### src/rtl/pwm_timer_bank_pkg.sv
// Shared definitions for the four-channel PWM/timer bank.
// Holds the register map, the bitfield layouts and the prescaler helper.
// No logic or state lives here.
package pwm_timer_bank_pkg;

  // Channel count and internal widths
  localparam int NUM_CH = 4;
  localparam int PRE_W  = 7;
  localparam int CNT_W  = 8;

  // Config register indices
  localparam int CFG_CTRL   = 0;
  localparam int CFG_PERIOD = 1;
  localparam int CFG_DUTY0  = 2;
  localparam int CFG_IRQCTL = 6;
  localparam int CFG_CLEAR  = 7;

  // Status register indices
  localparam int ST_CNT   = 0;
  localparam int ST_FLAGS = 1;
  localparam int ST_WRAPS = 2;

  // Bit position of the level-sensitive counter clear in CLEAR
  localparam int CLEAR_BIT = 0;

  // CTRL layout: [7:5] prescale select, [4:1] channel enables, [0] run
  typedef struct packed {
    logic [2:0]        psc;
    logic [NUM_CH-1:0] ch_en;
    logic              run;
  } ctrl_t;

  // IRQCTL layout: [1] clear (rising edge), [0] enable
  typedef struct packed {
    logic [5:0] rsvd;
    logic       clr;
    logic       en;
  } irqctl_t;

  // Terminal prescaler value for a prescale select: 2^psc - 1
  function automatic logic [PRE_W-1:0] psc_limit(input logic [2:0] psc);
    logic [PRE_W-1:0] lim;
    lim = '0;
    for (int b = 0; b < PRE_W; b++) begin
      lim[b] = (b < int'(psc));
    end
    return lim;
  endfunction

endpackage

### src/rtl/pwm_timer_bank_channel.sv
// One PWM compare channel: duty shadow register, compare and output flop.
// Latency: cnt/duty shadow -> pwm_o is one registered cycle.
// No backpressure; the shadow loads only on load && ena, all state holds while ena is low.
module pwm_channel
  import pwm_timer_bank_pkg::*;
(
  input  logic             clk,
  input  logic             rst,
  input  logic             ena,
  input  logic             load,
  input  logic [CNT_W-1:0] duty,
  input  logic [CNT_W-1:0] cnt,
  input  logic             en,
  output logic             pwm_o
);

  logic [CNT_W-1:0] duty_sh_q, duty_sh_d;
  logic             pwm_q, pwm_d;

  // Next state: shadow follows duty when loading, output compares against the held shadow
  always_comb begin
    duty_sh_d = duty_sh_q;
    pwm_d     = pwm_q;
    if (ena) begin
      if (load) begin
        duty_sh_d = duty;
      end
      // Duty 0 never matches, duty above period always matches
      pwm_d = en && (cnt < duty_sh_q);
    end
  end

  // State registers with synchronous reset
  always_ff @(posedge clk) begin
    if (rst) begin
      duty_sh_q <= '0;
      pwm_q     <= 1'b0;
    end else begin
      duty_sh_q <= duty_sh_d;
      pwm_q     <= pwm_d;
    end
  end

  assign pwm_o = pwm_q;

endmodule

### src/rtl/pwm_timer_bank.sv
// Four-channel PWM/timer bank between the SPI register bank and the chip pins.
// Latency: cnt -> pwm_out 1 cycle, wrap -> irq_pending 1 cycle, irq_pending -> irq 1 cycle.
// No backpressure; ena low freezes every flop. Optional IRQ logic: define PWM_TIMER_BANK_IRQ_EN.
module pwm_timer_bank
  import pwm_timer_bank_pkg::*;
#(
  parameter int NUM_CFG    = 8,
  parameter int NUM_STATUS = 8,
  parameter int REG_WIDTH  = 8
) (
  input  logic                            clk,
  input  logic                            rst,
  input  logic                            ena,
  input  logic [NUM_CFG*REG_WIDTH-1:0]    config_regs,
  output logic [NUM_STATUS*REG_WIDTH-1:0] status_regs,
  output logic [NUM_CH-1:0]               pwm_out,
  output logic                            irq
);

  // Decoded configuration
  ctrl_t            ctrl;
  logic [CNT_W-1:0] period_cfg;
  logic [CNT_W-1:0] duty_cfg [NUM_CH];
  logic [CNT_W-1:0] clear_reg;
  logic [CNT_W-1:0] irqctl_reg;
  logic             clear;
  logic             unused_cfg;

  // Counter datapath state
  logic [PRE_W-1:0] pre_cnt_q, pre_cnt_d;
  logic [CNT_W-1:0] cnt_q, cnt_d;
  logic [CNT_W-1:0] period_sh_q, period_sh_d;
  logic [CNT_W-1:0] wraps_q, wraps_d;

  logic              tick;
  logic              wrap;
  logic              shadow_load;
  logic [NUM_CH-1:0] pwm_vec;
  logic              irq_flag;

  // Slice the flat config bus into named fields
  always_comb begin
    ctrl       = ctrl_t'(config_regs[CFG_CTRL*REG_WIDTH +: CNT_W]);
    period_cfg = config_regs[CFG_PERIOD*REG_WIDTH +: CNT_W];
    for (int c = 0; c < NUM_CH; c++) begin
      duty_cfg[c] = config_regs[(CFG_DUTY0+c)*REG_WIDTH +: CNT_W];
    end
    clear_reg  = config_regs[CFG_CLEAR*REG_WIDTH +: CNT_W];
    irqctl_reg = config_regs[CFG_IRQCTL*REG_WIDTH +: CNT_W];
    clear      = clear_reg[CLEAR_BIT];
  end

  // Reserved config bits (and IRQCTL when the IRQ logic is left out) have no function
  assign unused_cfg = ^{clear_reg, irqctl_reg};

  // Prescaler, counter, period shadow and wrap count next state
  always_comb begin
    tick        = (pre_cnt_q == psc_limit(ctrl.psc));
    wrap        = ena && ctrl.run && !clear && tick && (cnt_q == period_sh_q);
    // Shadows track config while stopped or cleared, otherwise only at a wrap
    shadow_load = wrap || !ctrl.run || clear;

    pre_cnt_d   = pre_cnt_q;
    cnt_d       = cnt_q;
    period_sh_d = period_sh_q;
    wraps_d     = wraps_q;

    if (ena) begin
      if (clear) begin
        pre_cnt_d = '0;
        cnt_d     = '0;
      end else if (ctrl.run) begin
        pre_cnt_d = tick ? '0 : pre_cnt_q + 1'b1;
        if (tick) begin
          // Period 0 lands here every tick: cnt stays 0 and each tick is a wrap
          cnt_d = (cnt_q == period_sh_q) ? '0 : cnt_q + 1'b1;
        end
      end
      if (shadow_load) begin
        period_sh_d = period_cfg;
      end
    end

    if (wrap) begin
      wraps_d = wraps_q + 1'b1;
    end
  end

  // Counter datapath registers with synchronous reset
  always_ff @(posedge clk) begin
    if (rst) begin
      pre_cnt_q   <= '0;
      cnt_q       <= '0;
      period_sh_q <= '0;
      wraps_q     <= '0;
    end else begin
      pre_cnt_q   <= pre_cnt_d;
      cnt_q       <= cnt_d;
      period_sh_q <= period_sh_d;
      wraps_q     <= wraps_d;
    end
  end

  // Compare channels, each with its own duty shadow
  for (genvar c = 0; c < NUM_CH; c++) begin : g_ch
    pwm_channel u_ch (
      .clk   (clk),
      .rst   (rst),
      .ena   (ena),
      .load  (shadow_load),
      .duty  (duty_cfg[c]),
      .cnt   (cnt_q),
      .en    (ctrl.ch_en[c]),
      .pwm_o (pwm_vec[c])
    );
  end

  assign pwm_out = pwm_vec;

`ifdef PWM_TIMER_BANK_IRQ_EN
  irqctl_t irqctl;
  logic    irq_pending_q, irq_pending_d;
  logic    clr_prev_q, clr_prev_d;
  logic    irq_q, irq_d;

  // Sticky pending flag; a wrap in the same cycle as a clear edge keeps it set
  always_comb begin
    irqctl        = irqctl_t'(irqctl_reg);
    irq_pending_d = irq_pending_q;
    clr_prev_d    = clr_prev_q;
    irq_d         = irq_q;
    if (ena) begin
      if (wrap) begin
        irq_pending_d = 1'b1;
      end else if (irqctl.clr && !clr_prev_q) begin
        irq_pending_d = 1'b0;
      end
      clr_prev_d = irqctl.clr;
      irq_d      = irq_pending_q && irqctl.en;
    end
  end

  // IRQ registers with synchronous reset
  always_ff @(posedge clk) begin
    if (rst) begin
      irq_pending_q <= 1'b0;
      clr_prev_q    <= 1'b0;
      irq_q         <= 1'b0;
    end else begin
      irq_pending_q <= irq_pending_d;
      clr_prev_q    <= clr_prev_d;
      irq_q         <= irq_d;
    end
  end

  assign irq      = irq_q;
  assign irq_flag = irq_pending_q;
`else
  assign irq      = 1'b0;
  assign irq_flag = 1'b0;
`endif

  // Status bus straight from registered state
  always_comb begin
    status_regs = '0;
    status_regs[ST_CNT*REG_WIDTH   +: CNT_W] = cnt_q;
    status_regs[ST_FLAGS*REG_WIDTH +: CNT_W] = {pwm_vec, 3'b000, irq_flag};
    status_regs[ST_WRAPS*REG_WIDTH +: CNT_W] = wraps_q;
  end

endmodule

### config.mk
export PLATFORM = sky130hd
export DESIGN_NAME = pwm_timer_bank
export DESIGN_NICKNAME = d
export VERILOG_FILES = /design/src/rtl/pwm_timer_bank_pkg.sv /design/src/rtl/pwm_timer_bank_channel.sv /design/src/rtl/pwm_timer_bank.sv
export SDC_FILE = /design/constraint.sdc
export NUM_CORES = 1
export LEC_CHECK = 0
export ABC_CLOCK_PERIOD_IN_PS = 5600
export CAP_MARGIN = 20
export CORE_MARGIN = 2
export CORE_UTILIZATION = 30
export CTS_CLUSTER_SIZE = 10
export DETAILED_ROUTE_END_ITERATION = 8
export PLACE_DENSITY = 0.53
export SLEW_MARGIN = 20
export SYNTH_ARGS = -nofsm -noshare
export SYNTH_HDL_FRONTEND = slang
export SYNTH_SLANG_ARGS = --single-unit
### constraint.sdc
create_clock -name clk -period 5.6 [get_ports clk]
set_input_delay 1.12 -clock clk [delete_from_list [all_inputs] [get_ports clk]]
set_output_delay 1.12 -clock clk [all_outputs]
set_load 0.01 [all_outputs]
Yosys cells after proc, flatten, opt, wreduce, memory -nomap -nowiden
Cells that the tools add are included.

storage, ports and cells
  register bits after elaboration = 67
  bits in latches = 0
  RAM bits = 0
  memory bits (read-only) = 0
  input bits = 67
  output and inout bits = 69
  logic and storage cells = 52
  memories = 0

cells by class
  add/sub/neg operators = 3
  $mul = 0
  divide/modulo/power cells = 0
  order comparisons = 11
  equality and inequality tests = 2
  shifts and indexed selects = 0
  mux-type cells = 7
  bitwise logic cells = 0
  reduce and logical (&&, ||, !) cells = 17

operators with widths
  operator             number
  $lt 8x8->1           4
  $mux 8               4
  $mux 7               3
  $add 8x1->8 const B  2
  $lt 3x3->1 const A   3
  $eq 8x8->1           1
  $logic_and 1x1->1    8
  $add 7x1->7 const B  1
  $eq 7x7->1           1
  $lt 1x3->1 const A   2
  $lt 2x3->1 const A   2
  $reduce_and 2->1     2
  $reduce_bool 2->1    2
  $reduce_and 3->1     1
  $logic_not 1->1      2
  $logic_or 1x1->1     2

Longest topological paths before layout
  word-level depth = 7
  depth in mapped cells = 8
  gate-level depth less buffers = 7

By module
A second synthesis with hierarchy kept.

unflattened totals
  cells, all modules = 502
  area, all modules = 4135.2 sq um

modules (own cells, without submodules)
  module          times used  cells each  area each (sq um)  seq. area each (sq um)
  pwm_timer_bank  1           246         2108.3             620.6
  pwm_channel     4           64          506.7              180.2

Worst setup path before layout
Ideal clock, no wire load.

  path kind = input -> register
  from = in config_regs[6]
  to = reg wraps_q[7]
  data arrival time = 2864 ps
  data required time = 5479 ps
  path slack = 2615 ps
  cell stages on the path = 8
  buffers on the path = 2
  cells stage by stage = buf_4 -> or4_1 -> o31a_1 -> o21ai_2 -> nand4_2 -> buf_6 -> nor4_2 -> mux2_2

between the ends
  longest elaborated chain between the ends = 4
  elaborated cells between the ends (all ways) = 10
  those cells by class = order compare: 7; eq/ne: 1; reduce/logical: 2

RTL lines
  what                                      line                      RTL
  start, declared                           pwm_timer_bank.sv:14      input logic [NUM_CFG*REG_WIDTH-1:0] config_regs,
  $lt 1x3->1, or another cell as far along  pwm_timer_bank_pkg.sv:45  lim[b] = (b < int'(psc));
  $eq 7x7->1 *                              pwm_timer_bank.sv:58      tick = (pre_cnt_q == psc_limit(ctrl.psc));
  $logic_and 1x1->1 * (2 in series)         pwm_timer_bank.sv:59      wrap = ena && ctrl.run && !clear && tick && (cnt_q == period_sh_q);
  end signal, assigned                      pwm_timer_bank.sv:100     wraps_q <= wraps_d;
  end, declared                             pwm_timer_bank.sv:33      logic [CNT_W-1:0] wraps_q, wraps_d;

Mark *: on every way between the ends. The rest lies on a longest branch, timed or not.
A chain may end at the register's enable or synchronous reset.

Final worst setup path
  from = in config_regs[7]
  to = reg g_ch[0].u_ch.duty_sh_q[5]

between the ends
  longest elaborated chain between the ends = 7
  elaborated cells between the ends (all ways) = 13
  those cells by class = order compare: 7; eq/ne: 1; reduce/logical: 5

RTL lines
  what                                      line                          RTL
  $lt 1x3->1, or another cell as far along  pwm_timer_bank_pkg.sv:45
  $eq 7x7->1 *                              pwm_timer_bank.sv:58
  $logic_and 1x1->1 * (2 in series)         pwm_timer_bank.sv:59
  $logic_or 1x1->1 * (2 in series)          pwm_timer_bank.sv:61          shadow_load = wrap || !ctrl.run || clear;
  $reduce_and 2->1 (no source line) *       n/a
  end signal, assigned                      pwm_timer_bank_channel.sv:39  duty_sh_q <= duty_sh_d;
  end, declared                             pwm_timer_bank_channel.sv:17  logic [CNT_W-1:0] duty_sh_q, duty_sh_d;

Marked as above.

==> results.yml <==
critical_path:
  timing.critical_path.required_ps: 5860
  worstSetupStartpoint: "config_regs[7]"
  arrival_ps: 4040
  setup.worst_path.class: "primary input to flip-flop"
  setup.worst_path.end_class: "flip-flop"
  crit-reg2reg-launch: "pre_cnt_q[4]"
  setup_crit_start_kind: "primary input"
  critical_path.max_fanout: 40
placed_design:
  place_area_um2: 5121
  dp.cells: 739
  routability_driven_placement_congestion_ratio: 0.7505
  port_buffers: 75
  dp_hpwl_um: 6853
power:
  internal-power_mw: 1.013
  max_ir_drop_vdd_mv: 0.1447
  design_power_total_mw: 1.327
  p_comb_frac: 0.145
  clockPowerShare: 0.468
  power-per-cell-area_nw_per_um2: 243.4
  share_seq_of_total_power: 0.387
  leakage_nw: 2.170
  switching_share: 0.2360
  switching_power_mw: 0.3131
logic_synthesis:
  synthCells: 508
  yosysSeqAreaShare: 0.3005
  synth-warning-count: 0
  postSynthAreaPerCell_um2: 8.785
  synthDistinctLibCells: 50
  postSynth.asyncResetShare: 0
  postSynth.topFlopCell: "dfxtp_1"
  synth.ff_latch_count: 67
  synthesis.area_um2: 4463
  number_of_enable_flip_flop_cells_after_synthesis: 0
global_routing:
  grt_start_max_net_pins: 57
  grt_pass1_vias: 3335
  antenna_found_initial: 0
  grt_first_pass_wirelength_um: 16260
  gr-usage-all-layers: 0.1278
  grt_remaining_overflow: 0
detailed_routing:
  routed_via_density: 4.458
  metal_1_wl_um: 4908
  wl_per_cell_um: 13.17
  drt_drc_violations_left: 0
  first_pass_iters: 4
  highest_layer: "met4"
  starting_drt_drc_count: 120
  antenna_violating_nets_post_route: 0
  detailroute.via_count: 3366
  wl_met2_um: 4490
  met3RoutedLength_um: 405
  route.final.wire_length_um: 9941
clocking:
  clock_path_buffers: 2
  cts_tree: "yes"
  cts_max_level: 3
  cts.reportedPaths.clkPinSlew_ps: 60
  post_cts.resized_instances: 0
  number_of_buffers_inserted_to_repair_setup_after_cts: 0
  root_buffer: "clkbuf_16"
  number_of_cts_inserted_buffers: 9
  clock_insertion_delay_worst_skew_ps: 330
  holdBufCountCts: 0
  tritoncts_num_sinks: 67
finish:
  drive_gt1_frac: 0.05954
  post-route-cell-area_um2: 5450
  multi_input_area_um2: 2654
  num_antenna_cells: 0
  layout.area.seq_um2: 1341
  utilization: 0.3750
  final_standard_cell_count_with_taps_included_and_fillers_excluded: 755
  final_net_count: 664
  filler_cells_inserted: 1477
  syn2layout_area_growth_pct: 22.12
  layout_commonest_cell: "nand2b_1"
  layout_common_cells: "92 x nand2b_1, 74 x clkdlybuf4s50_1, 67 x dfxtp_1"
flow_run:
  max_cap_viol_count: 0
timing:
  finalSetupTns_ps: 0
  fmax_mhz: 264.3
  final-hold-violation-count: 0
  grt_setup_unrepaired: "false"
  maxSlewHeadroom: 0.5083
  period_minus_slack_ps: 3783
  worst_clock_skew_ps: 7.390
  timing_worst_slew_pin_value_ps: 737.5
  setup_viol: 0
  post-route-period-util: 0.6756
  maxSlewViolCount: 0
status:
  run_status: "complete, no violations"
floorplan:
  io_pins: 136
  total_die_area_um2: 15870
  die-width_um: 126.0
  start_util: 0.3071
  dieHeight_um: 126.0
  placement_rows: 44
  floorplan.core_area_um2: 14530
hold_path:
  min-delay-start: "g_ch[1].u_ch.duty_sh_q[3]"
  worstHoldPathType: "flip-flop to flip-flop"
cell usage after synthesis (3+ instances only):
library cell | instances | area share
nand2b_1 | 92 | 0.13
dfxtp_1 | 67 | 0.30
buf_4 | 59 | 0.099
mux2i_1 | 40 | 0.090
inv_1 | 36 | 0.030
ha_1 | 31 | 0.087
nor2_1 | 18 | 0.015
nand2_1 | 17 | 0.014
a21o_1 | 16 | 0.027
xnor2_1 | 13 | 0.026
clkbuf_1 | 12 | 0.010
a21oi_1 | 8 | 0.0090
and3_1 | 8 | 0.011
nand3_1 | 8 | 0.0090
nor2b_1 | 7 | 0.0098
a31oi_1 | 6 | 0.0084
mux2_2 | 5 | 0.013
o21ai_0 | 5 | 0.0056
a221o_1 | 4 | 0.0090
nand4_1 | 4 | 0.0056
nand4b_1 | 4 | 0.0078
nor3_1 | 4 | 0.0045
or3_1 | 4 | 0.0056
o22ai_1 | 3 | 0.0042
o31a_1 | 3 | 0.0059
or4_1 | 3 | 0.0050
state kept, by name, indices dropped and copies added, names as in the netlist:
signal / flops
g_ch.u_ch.duty_sh_q: 32
cnt_q: 8
g_ch.u_ch.pwm_o: 4
wraps_q: 8
period_sh_q: 8
pre_cnt_q: 7
power groups by stage:
stage,Clock [mW],Combinational (mW),Sequential (mW)
global placement,0,0.190,0.524
floorplan,0,0.155,0.519
finish,0.620,0.193,0.514
global route,0.655,0.216,0.516
CTS,0.641,0.194,0.514
detailed placement,0,0.193,0.524
cell type report:
type                            count  area share
Clock inverter                      4     0.01331
Inverter                           36     0.02479
Timing Repair Buffer               77      0.1396
Tap cell                          184     0.04224
Clock buffer                       12     0.04706
Sequential cell                    67      0.2461
Multi-Input combinational cell    375      0.4869
critical path, cell delays in order:
cell	delay, ps
clkdlybuf4s50_1	570
or4_1	530
o31a_1	260
o21ai_2	100
nand4_2	360
a21boi_4	220
buf_4	590
mux2i_1	260
per-layer routing:
metal,track usage,up-vias
met2,0.2103,89
met3,0.02931,11
met4,0.04331,0
li1,-,1723
met1,0.1651,1543
met5,0,-
stage by stage:
stage / setup slack [ps] / hold slack [ps]
after detailed placement: 1495 / 461.5
after CTS: 1837 / 474.5
after global routing: 1596 / 487.0
after global placement: 1570 / 459.0
after floorplan: 2615 / 448.7
final: 1817 / 469.3
final timing paths:
check,cells after the start,to,slack [ps]
setup / recovery,8,g_ch[0].u_ch.duty_sh_q[5],1820
hold reg to reg,2,g_ch[1].u_ch.duty_sh_q[3],470
hold / removal,2,g_ch[1].u_ch.duty_sh_q[3],470
setup reg to reg,7,g_ch[0].u_ch.duty_sh_q[5],2810
cell families after synthesis:
kind of cell,synth area share
mux,0.1023
simple gates,0.2383
compound gates,0.09504
buf+inv,0.1444
other cells,0.0008402
fa+ha+maj,0.08915
flops,0.3005
xor+xnor,0.02944
Note: power is estimated with default switching activity, not from simulation.
